===== config.mk =====
export PLATFORM = sky130hd
export DESIGN_NAME = resp_window_monitor
export DESIGN_NICKNAME = d
export VERILOG_FILES = /design/src/rtl/resp_mon_pkg.sv /design/src/rtl/resp_window_ch.sv /design/src/rtl/resp_window_monitor.sv
export SDC_FILE = /design/constraint.sdc
export NUM_CORES = 1
export LEC_CHECK = 0
export CAP_MARGIN = 20
export CORE_MARGIN = 3
export CORE_UTILIZATION = 35
export DETAILED_ROUTE_END_ITERATION = 16
export GPL_TIMING_DRIVEN = 0
export PLACE_DENSITY = 0.58
export SLEW_MARGIN = 30
export SYNTH_ARGS = -nofsm -noshare
export SYNTH_HDL_FRONTEND = slang
export SYNTH_SLANG_ARGS = --single-unit

===== constraint.sdc =====
create_clock -name clk -period 4.3 [get_ports clk]
set_clock_uncertainty 0.05 [all_clocks]
set_input_delay 0.43 -clock clk [delete_from_list [all_inputs] [get_ports clk]]
set_output_delay 0.43 -clock clk [all_outputs]
set_load 0.005 [all_outputs]

===== src/rtl/resp_mon_pkg.sv =====
// Shared types and helpers for the response-window monitor.
package resp_mon_pkg;

    // Per-channel attempt state.
    typedef enum logic [0:0] {
        IDLE = 1'b0,
        WAIT = 1'b1
    } ch_state_e;

    // Add two values and clamp the result at max_val.
    function automatic logic [31:0] sat_add(input logic [31:0] a,
                                            input logic [31:0] b,
                                            input logic [31:0] max_val);
        logic [32:0] sum;
        sum = {1'b0, a} + {1'b0, b};
        if (sum > {1'b0, max_val}) begin
            return max_val;
        end else begin
            return sum[31:0];
        end
    endfunction

    // Number of set bits; channel vectors are zero-extended to 32 bits.
    function automatic logic [31:0] popcount(input logic [31:0] v);
        logic [31:0] n;
        n = 32'd0;
        for (int i = 0; i < 32; i++) begin
            n = n + {31'd0, v[i]};
        end
        return n;
    endfunction

endpackage


===== src/rtl/resp_window_ch.sv =====
// One monitor channel: trigger edge detect, response-window FSM with its
// delay counter, and the consecutive-high run counter for resp.
module resp_window_ch
    import resp_mon_pkg::*;
#(
    parameter int MIN_DLY = 1,
    parameter int MAX_DLY = 5,
    parameter int RUN_LEN = 3
) (
    input  logic clk,
    input  logic rst_n,
    input  logic en,
    input  logic trig,
    input  logic resp,
    output logic busy,
    output logic pass_pulse,
    output logic fail_pulse,
    output logic ovl_pulse,
    output logic run_viol,
    output logic pass_evt,
    output logic fail_evt,
    output logic viol_evt
);

    localparam int KW = $clog2(MAX_DLY + 1);
    localparam int RW = $clog2(RUN_LEN + 1);

    ch_state_e         state_r, state_n_s;
    logic [KW-1:0]     k_r, k_n_s;
    logic [RW-1:0]     run_r, run_n_s;
    logic              trig_q_r;
    logic              rise_s;
    logic              pass_s, fail_s, ovl_s, viol_s;
    logic              pass_r, fail_r, ovl_r, viol_r;

    assign rise_s = trig & ~trig_q_r;

    // Window FSM: a rise on the deciding cycle re-arms directly instead of overlapping.
    always_comb begin
        state_n_s = state_r;
        k_n_s     = k_r;
        pass_s    = 1'b0;
        fail_s    = 1'b0;
        ovl_s     = 1'b0;
        if (!en) begin
            state_n_s = IDLE;
            k_n_s     = '0;
        end else begin
            case (state_r)
                IDLE: begin
                    if (rise_s) begin
                        state_n_s = WAIT;
                        k_n_s     = KW'(1);
                    end else begin
                        k_n_s     = '0;
                    end
                end
                WAIT: begin
                    if (resp && (k_r >= KW'(MIN_DLY))) begin
                        pass_s = 1'b1;
                    end else if (k_r == KW'(MAX_DLY)) begin
                        fail_s = 1'b1;
                    end else begin
                        pass_s = 1'b0;
                    end
                    if (pass_s || fail_s) begin
                        if (rise_s) begin
                            state_n_s = WAIT;
                            k_n_s     = KW'(1);
                        end else begin
                            state_n_s = IDLE;
                            k_n_s     = '0;
                        end
                    end else begin
                        k_n_s = k_r + KW'(1);
                        ovl_s = rise_s;
                    end
                end
                default: begin
                    state_n_s = IDLE;
                    k_n_s     = '0;
                end
            endcase
        end
    end

    // Run counter saturates at RUN_LEN; every further high cycle is a violation.
    always_comb begin
        run_n_s = run_r;
        viol_s  = 1'b0;
        if (!en || !resp) begin
            run_n_s = '0;
        end else if (run_r == RW'(RUN_LEN)) begin
            viol_s  = 1'b1;
        end else begin
            run_n_s = run_r + RW'(1);
        end
    end

    // State, counters, edge-detect history and registered pulses.
    always_ff @(posedge clk or negedge rst_n) begin
        if (!rst_n) begin
            state_r  <= IDLE;
            k_r      <= '0;
            run_r    <= '0;
            trig_q_r <= 1'b0;
            pass_r   <= 1'b0;
            fail_r   <= 1'b0;
            ovl_r    <= 1'b0;
            viol_r   <= 1'b0;
        end else begin
            state_r  <= state_n_s;
            k_r      <= k_n_s;
            run_r    <= run_n_s;
            trig_q_r <= trig;
            pass_r   <= pass_s;
            fail_r   <= fail_s;
            ovl_r    <= ovl_s;
            viol_r   <= viol_s;
        end
    end

    assign busy       = (state_r == WAIT);
    assign pass_pulse = pass_r;
    assign fail_pulse = fail_r;
    assign ovl_pulse  = ovl_r;
    assign run_viol   = viol_r;

    // Unregistered verdicts so the top-level counters land with the pulses.
    assign pass_evt = pass_s;
    assign fail_evt = fail_s;
    assign viol_evt = viol_s;

endmodule


===== src/rtl/resp_window_monitor.sv =====
// Multi-channel bounded-response / run-length monitor with saturating
// pass and fail event counters.
module resp_window_monitor
    import resp_mon_pkg::*;
#(
    parameter int NCH     = 4,
    parameter int MIN_DLY = 1,
    parameter int MAX_DLY = 5,
    parameter int RUN_LEN = 3,
    parameter int CNT_W   = 16
) (
    input  logic             clk,
    input  logic             rst_n,
    input  logic             en,
    input  logic             clr,
    input  logic [NCH-1:0]   trig,
    input  logic [NCH-1:0]   resp,
    output logic [NCH-1:0]   busy,
    output logic [NCH-1:0]   pass_pulse,
    output logic [NCH-1:0]   fail_pulse,
    output logic [NCH-1:0]   ovl_pulse,
    output logic [NCH-1:0]   run_viol,
    output logic [CNT_W-1:0] pass_cnt,
    output logic [CNT_W-1:0] fail_cnt
);

    localparam logic [31:0] CNT_MAX = (CNT_W >= 32) ? 32'hFFFF_FFFF
                                                    : ((32'd1 << CNT_W) - 32'd1);

    logic [NCH-1:0]   pass_evt_s, fail_evt_s, viol_evt_s;
    logic [31:0]      pass_inc_s, fail_inc_s;
    logic [CNT_W-1:0] pass_cnt_r, fail_cnt_r;
    logic [CNT_W-1:0] pass_cnt_n_s, fail_cnt_n_s;

    for (genvar g = 0; g < NCH; g++) begin : g_ch
        resp_window_ch #(
            .MIN_DLY (MIN_DLY),
            .MAX_DLY (MAX_DLY),
            .RUN_LEN (RUN_LEN)
        ) u_ch (
            .clk        (clk),
            .rst_n      (rst_n),
            .en         (en),
            .trig       (trig[g]),
            .resp       (resp[g]),
            .busy       (busy[g]),
            .pass_pulse (pass_pulse[g]),
            .fail_pulse (fail_pulse[g]),
            .ovl_pulse  (ovl_pulse[g]),
            .run_viol   (run_viol[g]),
            .pass_evt   (pass_evt_s[g]),
            .fail_evt   (fail_evt_s[g]),
            .viol_evt   (viol_evt_s[g])
        );
    end

    // Counter next values: clear wins over same-cycle increments.
    always_comb begin
        pass_inc_s = popcount(32'(pass_evt_s));
        fail_inc_s = popcount(32'(fail_evt_s)) + popcount(32'(viol_evt_s));
        if (clr) begin
            pass_cnt_n_s = '0;
            fail_cnt_n_s = '0;
        end else begin
            pass_cnt_n_s = CNT_W'(sat_add(32'(pass_cnt_r), pass_inc_s, CNT_MAX));
            fail_cnt_n_s = CNT_W'(sat_add(32'(fail_cnt_r), fail_inc_s, CNT_MAX));
        end
    end

    // Event counter registers.
    always_ff @(posedge clk or negedge rst_n) begin
        if (!rst_n) begin
            pass_cnt_r <= '0;
            fail_cnt_r <= '0;
        end else begin
            pass_cnt_r <= pass_cnt_n_s;
            fail_cnt_r <= fail_cnt_n_s;
        end
    end

    assign pass_cnt = pass_cnt_r;
    assign fail_cnt = fail_cnt_r;

endmodule


## Word level (Yosys, flattened, before mapping)

Index checks and enable logic that the tools add are counted.

- Register bits: 76
- Bits of input ports: 12
- Word-level logic and storage cells: 209

- Add/subtract/negate cells: 20
- Order comparisons: 6
- Equal/unequal tests: 12
- Multiplexer cells: 108
- Bitwise gates (word level): 12
- Reduce and logical (&&, ||, !) cells: 17

Operators with widths:

| cell | count |
|---|---|
| two-way mux 1 bit | 80 |
| two-way mux 16 bit | 4 |
| > comparator 17 x 16 -> 1 bit, second input constant | 2 |
| two-way mux 3 bit | 8 |
| one-hot mux 3 bit (2 select lines) | 4 |
| adder 16 x 4 -> 17 bit | 1 |
| adder 16 x 5 -> 17 bit | 1 |
| two-way mux 2 bit | 8 |
| adder 3 x 1 -> 3 bit, second input constant | 4 |
| adder 3 x 1 -> 4 bit | 3 |
| equality test 3 bit, second input constant | 4 |
| >= comparator 3 x 1 -> 1 bit, second input constant | 4 |
| adder 2 x 1 -> 3 bit | 3 |
| adder 2 x 1 -> 2 bit, second input constant | 4 |
| equality test 2 bit, second input constant | 4 |
| logical OR 1 bit | 8 |
| inequality test 2 x 1 -> 1 bit, second input constant | 4 |
| inverter 1 bit | 8 |
| one-hot mux 1 bit (2 select lines) | 4 |
| adder 1 x 1 -> 2 bit | 3 |
| adder 4 x 4 -> 5 bit | 1 |
| logical NOT 1 bit | 5 |
| AND 1 bit | 4 |
| logical AND 1 bit | 4 |

## Longest topological paths before layout

Gate-level depths: netlist of the first run.

- Depth in word-level cells: 15
- Gate-level depth with buffers: 15
- Gate-level depth less buffers: 14

## Cells and area by module

Synthesis of the first run repeated with hierarchy kept, for this count alone.

- Cell total of the unflattened synthesis: 334
- Area total of the unflattened synthesis: 3,794.9 um^2

By module, submodules not included:

| module | times used | cells each | area each (um^2) |
|---|---|---|---|
| resp_window_monitor | 1 | 186 | 1,908.1 |
| resp_window_ch | 4 | 37 | 471.7 |

## Worst setup path after synthesis of the first run

OpenSTA, ideal clock, no wires.

- Path kind: input-to-reg
- Start: in en
- End: reg fail_cnt_r[2], in the netlist fail_cnt[2]
- Setup time: 136 ps
- Arrival: 4,081 ps
- Required time: 4,114 ps
- Slack: 34 ps
- Stages: 15
- Cells stage by stage: clkbuf_1 clkbuf_1 and3_1 fa_1 inv_1 fa_1 fa_1 fa_1 inv_1 fa_1 a221oi_4 nor3_4 nand3_2 buf_6 a21oi_2

- Cells in the longest elaborated chain, start to end: 11
- Elaborated cells between the ends (all ways): 24

RTL lines:

| item | RTL line | source |
|---|---|---|
| start: declaration | resp_window_monitor.sv:14 | `input logic en,` |
| logical NOT 1 bit * | - |  |
| logical OR 1 bit * | resp_window_ch.sv:91 | `if (!en \|\| !resp) begin` |
| two-way mux 1 bit * | resp_window_ch.sv:91 |  |
| net g_ch[0].u_ch.viol_evt | resp_window_ch.sv:22 | `output logic viol_evt` |
| adder 1 x 1 -> 2 bit * | resp_mon_pkg.sv:28 | `n = n + {31'd0, v[i]};` |
| adder 2 x 1 -> 3 bit * | resp_mon_pkg.sv:28 |  |
| adder 3 x 1 -> 4 bit * | resp_mon_pkg.sv:28 |  |
| adder 4 x 4 -> 5 bit * | resp_window_monitor.sv:60 | `fail_inc_s = popcount(32'(fail_evt_s)) + popcount(32'(viol_evt_s));` |
| adder 16 x 5 -> 17 bit * | resp_mon_pkg.sv:15 | `sum = {1'b0, a} + {1'b0, b};` |
| > comparator 17 x 16 -> 1 bit | resp_mon_pkg.sv:16 | `if (sum > {1'b0, max_val}) begin` |
| two-way mux 16 bit * | resp_mon_pkg.sv:16 |  |
| two-way mux 16 bit * | resp_window_monitor.sv:61 | `if (clr) begin` |
| net fail_cnt_n_s[2] | resp_window_monitor.sv:33 | `logic [CNT_W-1:0] pass_cnt_n_s, fail_cnt_n_s;` |
| end signal: assignment | resp_window_monitor.sv:77 | `fail_cnt_r <= fail_cnt_n_s;` |
| end: declaration | resp_window_monitor.sv:32 | `logic [CNT_W-1:0] pass_cnt_r, fail_cnt_r;` |

Mark *: on every way through the listed nets, which the timed path passes. The rest lies on a longest branch.
A chain may end at the register's enable or synchronous reset.

## Worst setup path after layout of the first run

- Start: reg g_ch[1].u_ch.run_r[0]
- End: reg fail_cnt_r[10], in the netlist fail_cnt[10]

- Cells in the longest elaborated chain, start to end: 11

RTL lines:

| item | RTL line | source |
|---|---|---|
| start: declaration | resp_window_ch.sv:30 | `logic [RW-1:0] run_r, run_n_s;` |
| start signal: assignment | resp_window_ch.sv:114 | `run_r <= run_n_s;` |
| equality test 2 bit * | resp_window_ch.sv:93 | `end else if (run_r == RW'(RUN_LEN)) begin` |
| two-way mux 1 bit * | resp_window_ch.sv:93 |  |
| two-way mux 1 bit * | resp_window_ch.sv:91 |  |
| net g_ch[1].u_ch.viol_evt | resp_window_ch.sv:22 |  |
| adder 1 x 1 -> 2 bit * | resp_mon_pkg.sv:28 |  |
| adder 2 x 1 -> 3 bit * | resp_mon_pkg.sv:28 |  |
| adder 3 x 1 -> 4 bit * | resp_mon_pkg.sv:28 |  |
| adder 4 x 4 -> 5 bit * | resp_window_monitor.sv:60 |  |
| adder 16 x 5 -> 17 bit * | resp_mon_pkg.sv:15 |  |
| > comparator 17 x 16 -> 1 bit | resp_mon_pkg.sv:16 |  |
| two-way mux 16 bit * | resp_mon_pkg.sv:16 |  |
| two-way mux 16 bit * | resp_window_monitor.sv:61 |  |
| net fail_cnt_n_s[10] | resp_window_monitor.sv:33 |  |

Marks and branches as above.

==> impl_metrics.tcl, run 1 <==
set metrics [dict create \
    synth-seq-cells 76 \
    leakage_nw 2.29 \
    min_path_type "input port to flip-flop" \
    synthXorXnorAreaFrac_pct 6.28 \
    dp_hpwl_mm 5.88 \
    endpoint "fail_cnt[10]" \
    synth_compound_area_share_pct 10.6 \
    vias_per_cell 4.87 \
    synthArstFlopShare_pct 100 \
    rsz0062_at_grt "false" \
    die_h_microns 112 \
    crit_type "flip-flop to flip-flop" \
    drv_cap 0 \
    antenna_cells 0 \
    reg2reg_from "g_ch[1].u_ch.run_r[0]" \
    place_congestion 0.812 \
    grt_pass1_wl_mm 13.8 \
    finalWirelength_mm 7.97 \
    seq_area_frac_synth_pct 48.7 \
    drt-initial-drc-count 72 \
    hold_start "resp[1]" \
    grt_antenna_before_repair 0 \
    grtUsageTotal_pct 13.6 \
    status "completed" \
    num_rows 37 \
    cp.required_ps 4470 \
    grt_pass1_vias 2899 \
    cp_slowest_stage_delay_ps 570 \
    drive_above_1_share_pct 16.3 \
    vdd_drop_max_uv 124 \
    initial_core_util_pct 36.8 \
    io_buffers 62 \
    synth_area_leaders "dfrtp_1, ha_1, fa_1" \
    setup_violations 0 \
    setup_slack_ps 192 \
    placedCellCount 559 \
    slew_headroom_pct 54.1 \
    synth_most_common_cell "dfrtp_1" \
    multi_input_area_sq_um 1750 \
    regArea_sq_um 1900 \
    cts_tree "built" \
    reg2reg_depth 14 \
    first_pass_iters 5 \
    min_period_ps 4110 \
    power.density_nw_per_um2 286 \
    area_growth_syn_to_layout_pct 27.4 \
    overflow 0 \
    critical-path-top-delay-family "adder cells" \
    critPathCaptureType "flip-flop" \
    reg2reg_slack_ps 190 \
    ys_top_cells_by_count "dfrtp_1, nor2_1, nand2_1" \
    syn_area_sq_um 3910 \
    wire_per_inst_microns 13.8 \
    cp_common_cell "fa_1" \
    fin_nets 477 \
    drc 0 \
    startpoint_type "flip-flop" \
    grt_max_degree 42 \
    cts_made_buffers 9 \
    synthesis.nets 399 \
    cts.root.buffer_cell "clkbuf_8" \
    power_mw 1.43 \
    timing.final.max_slew_violations 0 \
    synthSimpleGateAreaFrac_pct 14.7 \
    ios 64 \
    h-tree-depth 3 \
    pre_cts_ws_ps -662 \
    worst-path-buf-inv 3 \
    cp.depth 14 \
    yosys.area.top_type "dfrtp_1" \
    clk_latency_ps 340 \
    fillers 1019 \
    cp.arrival_ps 4280 \
    post_dp_cell_area_sq_um 4710 \
    synthMuxAreaShare_pct 2.43 \
    synth_cells 360 \
    final_area_sq_um 4980 \
    min_path_cells 3 \
    core-area_sq_um 10600 \
    yosys.area_share.adder_pct 10.2 \
    crit_fanout 5 \
    vias 2810 \
    ys_warn_count 0 \
    die_w_microns 112 \
    yosys.area.top_type_share_pct 48.7 \
    crit_chain "ha_2 > and3_4 > fa_1 > inv_1 > fa_1 > fa_1 > fa_2 > inv_1 > fa_2 > a221oi_4 > buf_4 > nor3b_1 > xnor2_1 > a21oi_2" \
    postSynthAreaPerCell_sq_um 10.9 \
    ant_nets 0 \
    hold_viol 0 \
    synth_top_family_by_area "simple AND/OR/NAND/NOR gates" \
    holdWs_ps 409 \
    max_freq_mhz 243 \
    finalNonFillerCells 577 \
    cp_slowest_cell "fa_1" \
    synth_cell_types 49 \
    clk_pin_slew_worst_paths_ps 70 \
    cts_buffer_depth 2 \
    cts_sinks 76 \
    synth-edff-count 0 \
    synth_ff_type "dfrtp_1" \
    die-area_sq_um 12500 \
    fin_crit_sh_pct 95.5 \
    worst_slew_pin_slew_ps 680 \
    regToRegEndpoint "fail_cnt[10]" \
    startpoint "g_ch[1].u_ch.run_r[0]" \
]
==> registers in the layout, summed over array words and instances (netlist names) <==
signal and cells:
fail_cnt 16, g_ch.u_ch.busy 4, g_ch.u_ch.fail_pulse 4, g_ch.u_ch.k_r 12, g_ch.u_ch.ovl_pulse 4, g_ch.u_ch.pass_pulse 4, g_ch.u_ch.run_r 8, g_ch.u_ch.run_viol 4
g_ch.u_ch.trig_q_r 4, pass_cnt 16
==> per-stage QoR <==
stage	setup TNS, ps	util (%)
6_report	0	46.9
2_1_floorplan	0	-
4_1_cts	0	46.7
3_3_place_gp	-10350	44.3
5_1_grt	0	46.9
3_5_place_dp	-9700	44.5
==> metal layers <==
metal  up-vias  GRT usage, %  wire length [microns]
met4         0          5.92                    111
met1      1367          18.0                   3670
met2        67          21.5                   3730
met3         8          2.99                    456
met5         -             0                      0
li1       1368             -                      -
==> logic make-up (layout without fill, tap and decap cells) <==
group                    count (synthesis)  in the layout
XOR/XNOR                                28             28
buffers and inverters                   50            131
multiplexers                             9              9
AO/OA/AOI/OAI                           58             58
flip-flops                              76             76
AND/OR/NAND/NOR                        112            112
adder cells (fa/ha/maj)                 27             27
==> report_power, final <==
part | leakage [nW] | switching (mW) | internal (mW)
logic | 1.14 | 0.0551 | 0.0476
registers | 1.04 | 0.0111 | 0.728
clock network | 0.103 | 0.246 | 0.337
==> worst min-delay path by stage <==
stage,end,slack (ps)
6_report,g_ch[1].u_ch.run_r[0],410
5_1_grt,g_ch[1].u_ch.run_r[0],430
4_1_cts,g_ch[0].u_ch.pass_pulse,430
3_5_place_dp,g_ch[3].u_ch.fail_pulse,380
3_3_place_gp,g_ch[2].u_ch.run_r[1],460
2_1_floorplan,fail_cnt[0],80
==> cells in the final DEF (no fill, tap or decap), drive strengths merged, types with 3 or more instances in the layout <==
| cell type | n |
|---|---|
| a21oi | 27 |
| a311oi | 3 |
| a31oi | 3 |
| and2 | 3 |
| and3 | 6 |
| buf | 28 |
| clkbuf | 15 |
| clkdlybuf4s50 | 60 |
| dfrtp | 76 |
| fa | 8 |
| ha | 19 |
| inv | 23 |
| mux2 | 4 |
| mux2i | 5 |
| nand2 | 28 |
| nand2b | 5 |
| nand3 | 15 |
| nand4 | 3 |
| nor2 | 33 |
| nor3 | 3 |
| nor3b | 4 |
| o21a | 3 |
| o21ai | 8 |
| o22ai | 3 |
| or3 | 5 |
| xnor2 | 12 |
| xor2 | 16 |
==> timing repair <==
item                                    4_1_cts  5_1_grt
setup buffers                                 2        1
endpoints found under the setup margin       16       12
pin swaps                                     1        9
hold endpoints to repair                     15        0
hold buffers                                  1        0
gates resized for setup                       3        7
==> worst reg2reg max path: stages (launching register included) <==
cell and delay, ps:
dfrtp_1 400, ha_2 220, and3_4 200, fa_1 480
inv_1 50, fa_1 470, fa_1 570, fa_2 220
inv_1 60, fa_2 390, a221oi_4 370, buf_4 190
nor3b_1 50, xnor2_1 190, a21oi_2 70
==> area by class of cell <==
| type | count | area share, % |
|---|---|---|
| Buffer | 27 | 3.90 |
| Clock buffer | 12 | 2.92 |
| Clock inverter | 2 | 1.21 |
| Inverter | 23 | 1.73 |
| Multi-Input combinational cell | 234 | 35.1 |
| Sequential cell | 76 | 38.2 |
| Tap cell | 136 | 3.42 |
| Timing Repair Buffer | 67 | 13.5 |
Note: power is estimated with default switching activity, not from simulation.
==> run 2, diff against run 1 <==
- CORE_MARGIN: 3 -> unset
==> impl_metrics.tcl, run 2 (same netlist as run 1, synthesis figures left out) <==
set metrics [dict create \
    setup_slack_ps 136 \
    cp.arrival_ps 4330 \
    grt_pass1_vias 2802 \
    worst_slew_pin_slew_ps 706 \
    cp_common_cell "fa_1" \
    die-area_sq_um 11600 \
    hold_viol 0 \
    rsz0062_at_grt "false" \
    crit_chain "clkdlybuf4s50_1 > and3_4 > fa_1 > inv_1 > fa_1 > fa_1 > fa_2 > inv_1 > fa_2 > a221oi_4 > buf_12 > nor3_4 > nand3_2 > buf_12 > a21oi_2" \
    vias 2778 \
    finalWirelength_mm 7.97 \
    initial_core_util_pct 36.0 \
    drive_above_1_share_pct 17.1 \
    num_rows 38 \
    drc 0 \
    startpoint_type "input port" \
    pre_cts_ws_ps -626 \
    clk_latency_ps 350 \
    ant_nets 0 \
    cts_buffer_depth 2 \
    vdd_drop_max_uv 191 \
    first_pass_iters 4 \
    grt_max_degree 49 \
    reg2reg_slack_ps 140 \
    vias_per_cell 4.75 \
    cts_made_buffers 9 \
    dp_hpwl_mm 5.81 \
    switching_power_uw 348 \
    cp.required_ps 4470 \
    crit_type "input port to flip-flop" \
    layout_common_cells "dfrtp_1, clkdlybuf4s50_1, nor2_1" \
    min_period_ps 4160 \
    min_to "g_ch[0].u_ch.run_r[0]" \
    cts_sinks 76 \
    holdWs_ps 399 \
    core-area_sq_um 10800 \
    crit_fanout 10 \
    setup_violations 0 \
    critPathCaptureType "flip-flop" \
    min_path_cells 3 \
    timing.final.max_slew_violations 0 \
    cp_slowest_stage_delay_ps 600 \
    antenna_cells 0 \
    layout_commonest_cell "dfrtp_1" \
    grtUsageTotal_pct 15.2 \
    leakage_nw 2.31 \
    min_path_type "input port to flip-flop" \
    reg2reg_from "g_ch[0].u_ch.run_r[0]" \
    status "completed" \
    drt-initial-drc-count 104 \
    cts_tree "built" \
    pwr-share-comb_pct 7.5 \
    grt_antenna_before_repair 0 \
    die_h_microns 108 \
    cts.root.buffer_cell "clkbuf_8" \
    clk_pin_slew_worst_paths_ps 90 \
    slew_headroom_pct 52.4 \
    ios 64 \
    die_w_microns 108 \
    hold_start "resp[0]" \
    fin_crit_sh_pct 96.8 \
    area_growth_syn_to_layout_pct 28.4 \
    io_buffers 62 \
    place_congestion 0.802 \
    p_clk_share_pct 39.6 \
    reg2reg_depth 15 \
    cp_slowest_cell "fa_1" \
    switching_share_pct 24.9 \
    drv_cap 0 \
    grt_pass1_wl_mm 13.4 \
    wire_per_inst_microns 13.6 \
    regToRegEndpoint "fail_cnt[5]" \
    pwr-share-seq_pct 52.9 \
    fin_tns_setup_ps 0 \
    fin_nets 479 \
    overflow 0 \
    h-tree-depth 3 \
    max_freq_mhz 240 \
    internal-power_mw 1.05 \
    power.density_nw_per_um2 278 \
]
[run 2: cell types whose count changed in the layout (fill, tap and decap cells not counted), sizes merged]
cell,before,now
inv,23,24
clkinvlp,0,2
bufinv,2,1
buf,28,30
clkinv,0,3
clkbuf,15,12
[run 2: how the worst max path moves through the flow]
stage / from / to / cells past startpoint
6_report: resp[1] / fail_cnt[5] / 15
5_1_grt: g_ch[0].u_ch.run_r[0] / fail_cnt[6] / 15
4_1_cts: g_ch[0].u_ch.run_r[0] / fail_cnt[1] / 15
3_5_place_dp: en / fail_cnt[4] / 15
3_3_place_gp: en / fail_cnt[2] / 15
2_1_floorplan: en / fail_cnt[2] / 15
[run 2: power groups by stage]
stage	registers [mW]	logic [mW]	clock network [mW]
floorplan	0.751	0.0518	0
detailed placement	0.754	0.105	0
finish	0.739	0.105	0.552
global placement	0.753	0.100	0
CTS	0.740	0.107	0.569
global route	0.742	0.120	0.605
[run 2: repair_timing]
item | CTS | global route
hold buffers | 1 | 0
setup buffers | 2 | 3
gates resized for setup | 3 | 7
endpoints found under the setup margin | 16 | 16
pin swaps | 2 | 5
hold endpoints to repair | 28 | 0
[run 2: worst max-delay path: cells and delay by family]
family / cells / cell delay [ps]
fa+ha+maj: 5 / 2190
compound gates: 2 / 340
buf+inv: 5 / 970
simple gates: 3 / 420
[run 2: layer usage]
layer	vias up	global-route usage [%]	share of wire [%]
met3	6	3.69	4.2
met2	57	23.0	46
li1	1364	-	-
met1	1351	21.0	48
met4	0	5.77	1.2
met5	-	0	0
[run 2: area by class of cell]
type                    instances  area, sq um
repair buffers                 69          712
inverters                      23         86.3
fillers                      1034         5820
clock inverters                 7         76.3
well taps                     140          175
plain buffers                  27          203
clock buffers                   9          124
multi-input cells             234         1740
flip-flops and latches         76         1900
[run 2: through the flow]
step	total power, mW	instance area [sq um]	utilization [%]	cells
CTS	1.41	4980	45.9	582
detailed placement	0.859	4730	43.6	563
global route	1.47	5020	46.3	585
finish	1.40	5020	46.3	585
floorplan	0.803	3910	-	360
global placement	0.854	4700	43.4	562
==> variant 1, RTL diff (settings of run 2) <==
`RUN_LEN` is set to 3 in 2 places; all go to 5.
--- a/src/rtl/resp_window_ch.sv
+++ b/src/rtl/resp_window_ch.sv
@@ -6,5 +6,5 @@
     parameter int MIN_DLY = 1,
     parameter int MAX_DLY = 5,
-    parameter int RUN_LEN = 3
+    parameter int RUN_LEN = 5
 ) (
     input  logic clk,
--- a/src/rtl/resp_window_monitor.sv
+++ b/src/rtl/resp_window_monitor.sv
@@ -7,5 +7,5 @@
     parameter int MIN_DLY = 1,
     parameter int MAX_DLY = 5,
-    parameter int RUN_LEN = 3,
+    parameter int RUN_LEN = 5,
     parameter int CNT_W   = 16
 ) (
Check against the original RTL: no difference found for any inputs over 4 cycles, from zero or initial values and one cycle with rst_n low; that may be too few to reach the edited logic, so the function may still have changed.
==> variant 1 against run 2 <==
- design area up 6.0%
- sequential cell count up 4
- first-iteration DRC count rose by 6.7%
- setup slack better by 140 ps
- area after synthesis increased by 5.6%
- routed wire length grew 3.4%
- total power increased by 16%
- highest routed layer unchanged
- critical path depth unchanged
- largest cell class unchanged
==> variant 1: results (changes against run 2) <==
* RePlAce Congestion at 0.795 (-0.89%)
* Final WS setup at 274 ps (+137 ps)
* Worst-path clk slew at 60 ps (-30 ps)
* Initial antenna violation count at 0 (unchanged)
* Vias at 2906 (+4.6%)
* Synth cell count leaders: 80 x dfrtp_1, 42 x nor2_1, 34 x nand2_1, 25 x inv_1, 23 x ha_1
* Worst Path Class, Setup: register to register
* Switch Pwr at 360 µW (+3.3%)
* Dpl ws at -880 ps (-254 ps)
* Synth cell types at 43 (-12%)
* Root Driver: clkbuf_16
* Leakage Power at 0.00247 µW (+6.9%)
* Worst-Skew Late Latency at 330 ps (-20 ps)
* First drt pass iteration count at 4 (unchanged)
* Area contributors post-synth: dfrtp_1 49%, ha_1 7.0%, fa_1 3.9%, nor2_1 3.8%, buf_4 3.6%
* Path category of the worst min-delay check: input pin to asynchronous set/reset pin
* Crit path largest cell delay at 530 ps (-70 ps)
* First-pass GRT wire length at 14500 µm (+7.5%)
* Final net count at 515 (+7.5%)
* Final WL at 8240 µm (+3.4%)
* Status: complete, no violations
* 1st-iter DRT viols at 111 (+6.7%)
* Critical Path Source: g_ch[0].u_ch.run_r[0]$_DFFE_PN0N_
* Placed cell count at 600 (+6.6%)
* Largest net degree at the start of global routing at 66 (+35%)
* Dpl hpwl at 5940 µm (+2.3%)
* Synth warnings at 0 (unchanged)
* Via/cell ratio at 4.69 (-1.3%)
* Highest ir drop seen on vdd at 0.171 mV (-11%)
* Mapped Cells at 394 (+9.4%)
* Dpl cell area at 4950 µm² (+4.7%)
* IO Port Bufs at 62 (unchanged)
* CP max FO at 5 (-5)
* Share of cells above drive strength 1 at 14.7% (-2.4 points)
* GRT Resource Usage Total at 14.8% (-0.43 points)
* Syn nets at 437 (+9.5%)
* Reg2Reg Capture Point: fail_cnt[12]$_DFF_PN0_
-- variant 1: power groups by stage --
stage	logic, µW	clock network [µW]	registers [µW]
2_1_floorplan	52.1	0	790
3_3_place_gp	101	0	792
3_5_place_dp	105	0	793
4_1_cts	107	756	779
5_1_grt	122	792	781
6_report	105	740	779
-- variant 1: final cells by class --
type	count	area, µm²
plain buffers	28	209
clock buffers	13	240
clock inverters	3	42.5
fillers	1099	6150
inverters	25	93.8
multi-input cells	261	1870
flip-flops and latches	80	2000
well taps	143	179
repair buffers	67	687
-- variant 1: kinds of logic (layout without fill, tap and decap cells) --
| logic type | after synthesis | in the layout | share of synthesized area (%) |
|---|---|---|---|
| compound gates | 59 | 59 | 9.40 |
| xor+xnor | 30 | 30 | 6.37 |
| fa+ha+maj | 31 | 31 | 10.9 |
| buf+inv | 53 | 136 | 7.22 |
| flops | 80 | 80 | 48.5 |
| mux | 6 | 6 | 1.58 |
| simple gates | 135 | 135 | 16.1 |
-- variant 1: per-layer routing --
metal | wire length [µm] | GRT usage, % | share of wire [%]
met5 | 0 | 0 | 0
met1 | 3990 | 19.8 | 48
met4 | 160 | 6.93 | 1.9
met3 | 284 | 2.96 | 3.4
met2 | 3800 | 22.9 | 46
-- variant 1: repair_timing --
item	4_1_cts	5_1_grt
hold buffers	1	0
setup buffers	1	2
endpoints found under the hold margin	15	0
endpoints found under the setup margin	16	15
resized for setup	7	12
pin swaps	3	5
gates cloned	0	0
-- variant 1: metrics by stage --
step / hold WS, ps / TNS (ps)
2_1_floorplan: 84.4 / 0
3_3_place_gp: 470 / -30270
3_5_place_dp: 223 / -11600
4_1_cts: 442 / 0
5_1_grt: 459 / 0
6_report: 440 / 0
==> variant 2, RTL diff (flow settings as in run 2) <==
Made on the original files. Register the input `trig` before use. The logic sees it one clock later. The other inputs are not delayed to match.
--- a/src/rtl/resp_window_monitor.sv
+++ b/src/rtl/resp_window_monitor.sv
@@ -28,4 +28,10 @@
                                                     : ((32'd1 << CNT_W) - 32'd1);
 
+    logic [NCH-1:0] trig_q;
+
+    always_ff @(posedge clk) begin
+        trig_q <= trig;
+    end
+
     logic [NCH-1:0]   pass_evt_s, fail_evt_s, viol_evt_s;
     logic [31:0]      pass_inc_s, fail_inc_s;
@@ -42,5 +48,5 @@
             .rst_n      (rst_n),
             .en         (en),
-            .trig       (trig[g]),
+            .trig       (trig_q[g]),
             .resp       (resp[g]),
             .busy       (busy[g]),
Check against the original RTL: not equivalent (Yosys sat finds a counterexample within 4 cycles, from zero or initial values and one cycle with rst_n low).
==> variant 2 against run 2 <==
- count of clock-buffer cells in the layout up 3
- die area up 0.72%
- non-clock buffer count up 1
- first-iteration DRC count down 18%
- setup slack better by 83 ps
- critical path depth down 1
- sequential cell count up 4
- design area down 0.55%
- total power down 2.1%
- routed wire length down 2.4%
- global-route usage down 0.49 points
- area after synthesis up 0.74%
- critical endpoint is now fail_cnt[7]$_DFF_PN0_
- largest cell class unchanged
- highest routed layer unchanged
==> variant 2: results (changes against run 2) <==
* Dpl ws at -599 ps (+27.2 ps)
* Clk cell area share at 3.31% (-0.68 points)
* Via/cell ratio at 4.69 (-1.3%)
* Synth cell count leaders: 76 x dfrtp_1, 36 x nor2_1, 26 x nand2_1, 23 x a21oi_1, 21 x inv_1
* Area contributors post-synth: dfrtp_1 48%, ha_1 6.0%, fa_1 4.1%, buf_4 3.8%, xor2_1 3.6%
* Status: complete, no violations
* Path category of the worst min-delay check: register to register
* Clock share of power at 35.3% (-4.3 points)
* RePlAce Congestion at 0.773 (-3.6%)
* Switch share at 23.9% (-0.99 points)
* HP Start: trig_q[0]$_DFF_P_
* CLK BUF at 12 (+3)
* Worst R2R Path Depth at 14 (-1)
* Post-synth ARST share at 95.0% (-5.0 points)
* Final WL at 7780 µm (-2.4%)
* Data buffer area share at 17.7% (-0.58 points)
* Wirelength per Cell at 13.2 µm (-3.4%)
* GRT Resource Usage Total at 14.7% (-0.49 points)
* Dpl hpwl at 5670 µm (-2.5%)
* Invs w/o clock at 21 (-8.7%)
* Synth cell types at 46 (-6.1%)
* Main synth FF type: dfrtp_1
* Highest ir drop seen on vdd at 0.151 mV (-21%)
* Critical path launch point type: register
* Leakage Power at 0.00237 µW (+2.6%)
* Final net count at 485 (+1.3%)
* Slew @ Worst Pin at 795 ps (+89.2 ps)
* Fraction of area in multi-input gates at 34.2% (-0.44 points)
* Mean Syn Cell Area at 10.7 µm² (-1.2%)
* Share of cells above drive strength 1 at 14.0% (-3.1 points)
* Crit path largest cell delay at 510 ps (-90 ps)
* 1st-iter DRT viols at 85 (-18%)
* Placed cell count at 570 (+1.2%)
* Non-Clock Buffer Count at 97 (+1.0%)
* Hold Path Depth at 0 (-3)
* Setup Viol. Count Final at 0 (unchanged)
* FF+latch area at 1980 µm² (+4.2%)
* Core Util, Final at 45.8% (-0.45 points)
* Pint at 1040 µW (-0.83%)
* Part of the cycle the worst path needs at 94.9% (-1.9 points)
## variant 2: cell types whose count changed after synthesis, sizes merged, moves of 3 or more
cell / change
dfxtp: +4
o211ai: +3
mux2i: +3
nor2: +3
xnor2: -3
nand3: -4
## variant 2: path summary, 6_finish.rpt
path	endpoint
max in group asynchronous	g_ch[1].u_ch.trig_q_r$_DFF_PN0_
worst min-delay path	g_ch[0].u_ch.trig_q_r$_DFF_PN0_
worst max-delay path	fail_cnt[7]$_DFF_PN0_
min in group asynchronous	g_ch[3].u_ch.fail_pulse$_DFF_PN0_
worst max register to register	fail_cnt[7]$_DFF_PN0_
worst min register to register	g_ch[0].u_ch.trig_q_r$_DFF_PN0_
## variant 2: timing repair
item                                    CTS  global route
pin swaps                                 1             3
endpoints found under the hold margin    35             0
buffers inserted                          2             2
hold buffers                              1             0
resized for setup                         2            10
endpoints found under the setup margin   14            16
## variant 2: logic make-up (layout without fill, tap and decap cells)
family                     after synthesis  after routing  share of synthesized area [%]
muxes                                   12             12                           3.18
DFF                                     80             80                           50.4
buffers and inverters                   50            134                           6.96
AOI/OAI and AO/OA                       63             63                           10.2
and+or+nand+nor                        110            110                           13.6
xor gates and xnor gates                25             25                           5.56
adders and majority gates               27             27                           10.1
## variant 2: worst reg2reg max path: stages, from the launching register on
cell and delay, ps:
dfrtp_1 390, ha_2 220, and3_1 210, fa_1 500, inv_1 50, fa_1 460
fa_1 510, fa_2 380, inv_1 80, fa_2 210, a21o_1 150, a21oi_4 80
or3_4 410, buf_6 160, a21oi_1 150
## variant 2: per-layer routing
metal	global-route usage, %	wire, µm
met1	19.4	3640
met2	23.2	3770
met3	3.38	238
met4	5.87	128
met5	0	0
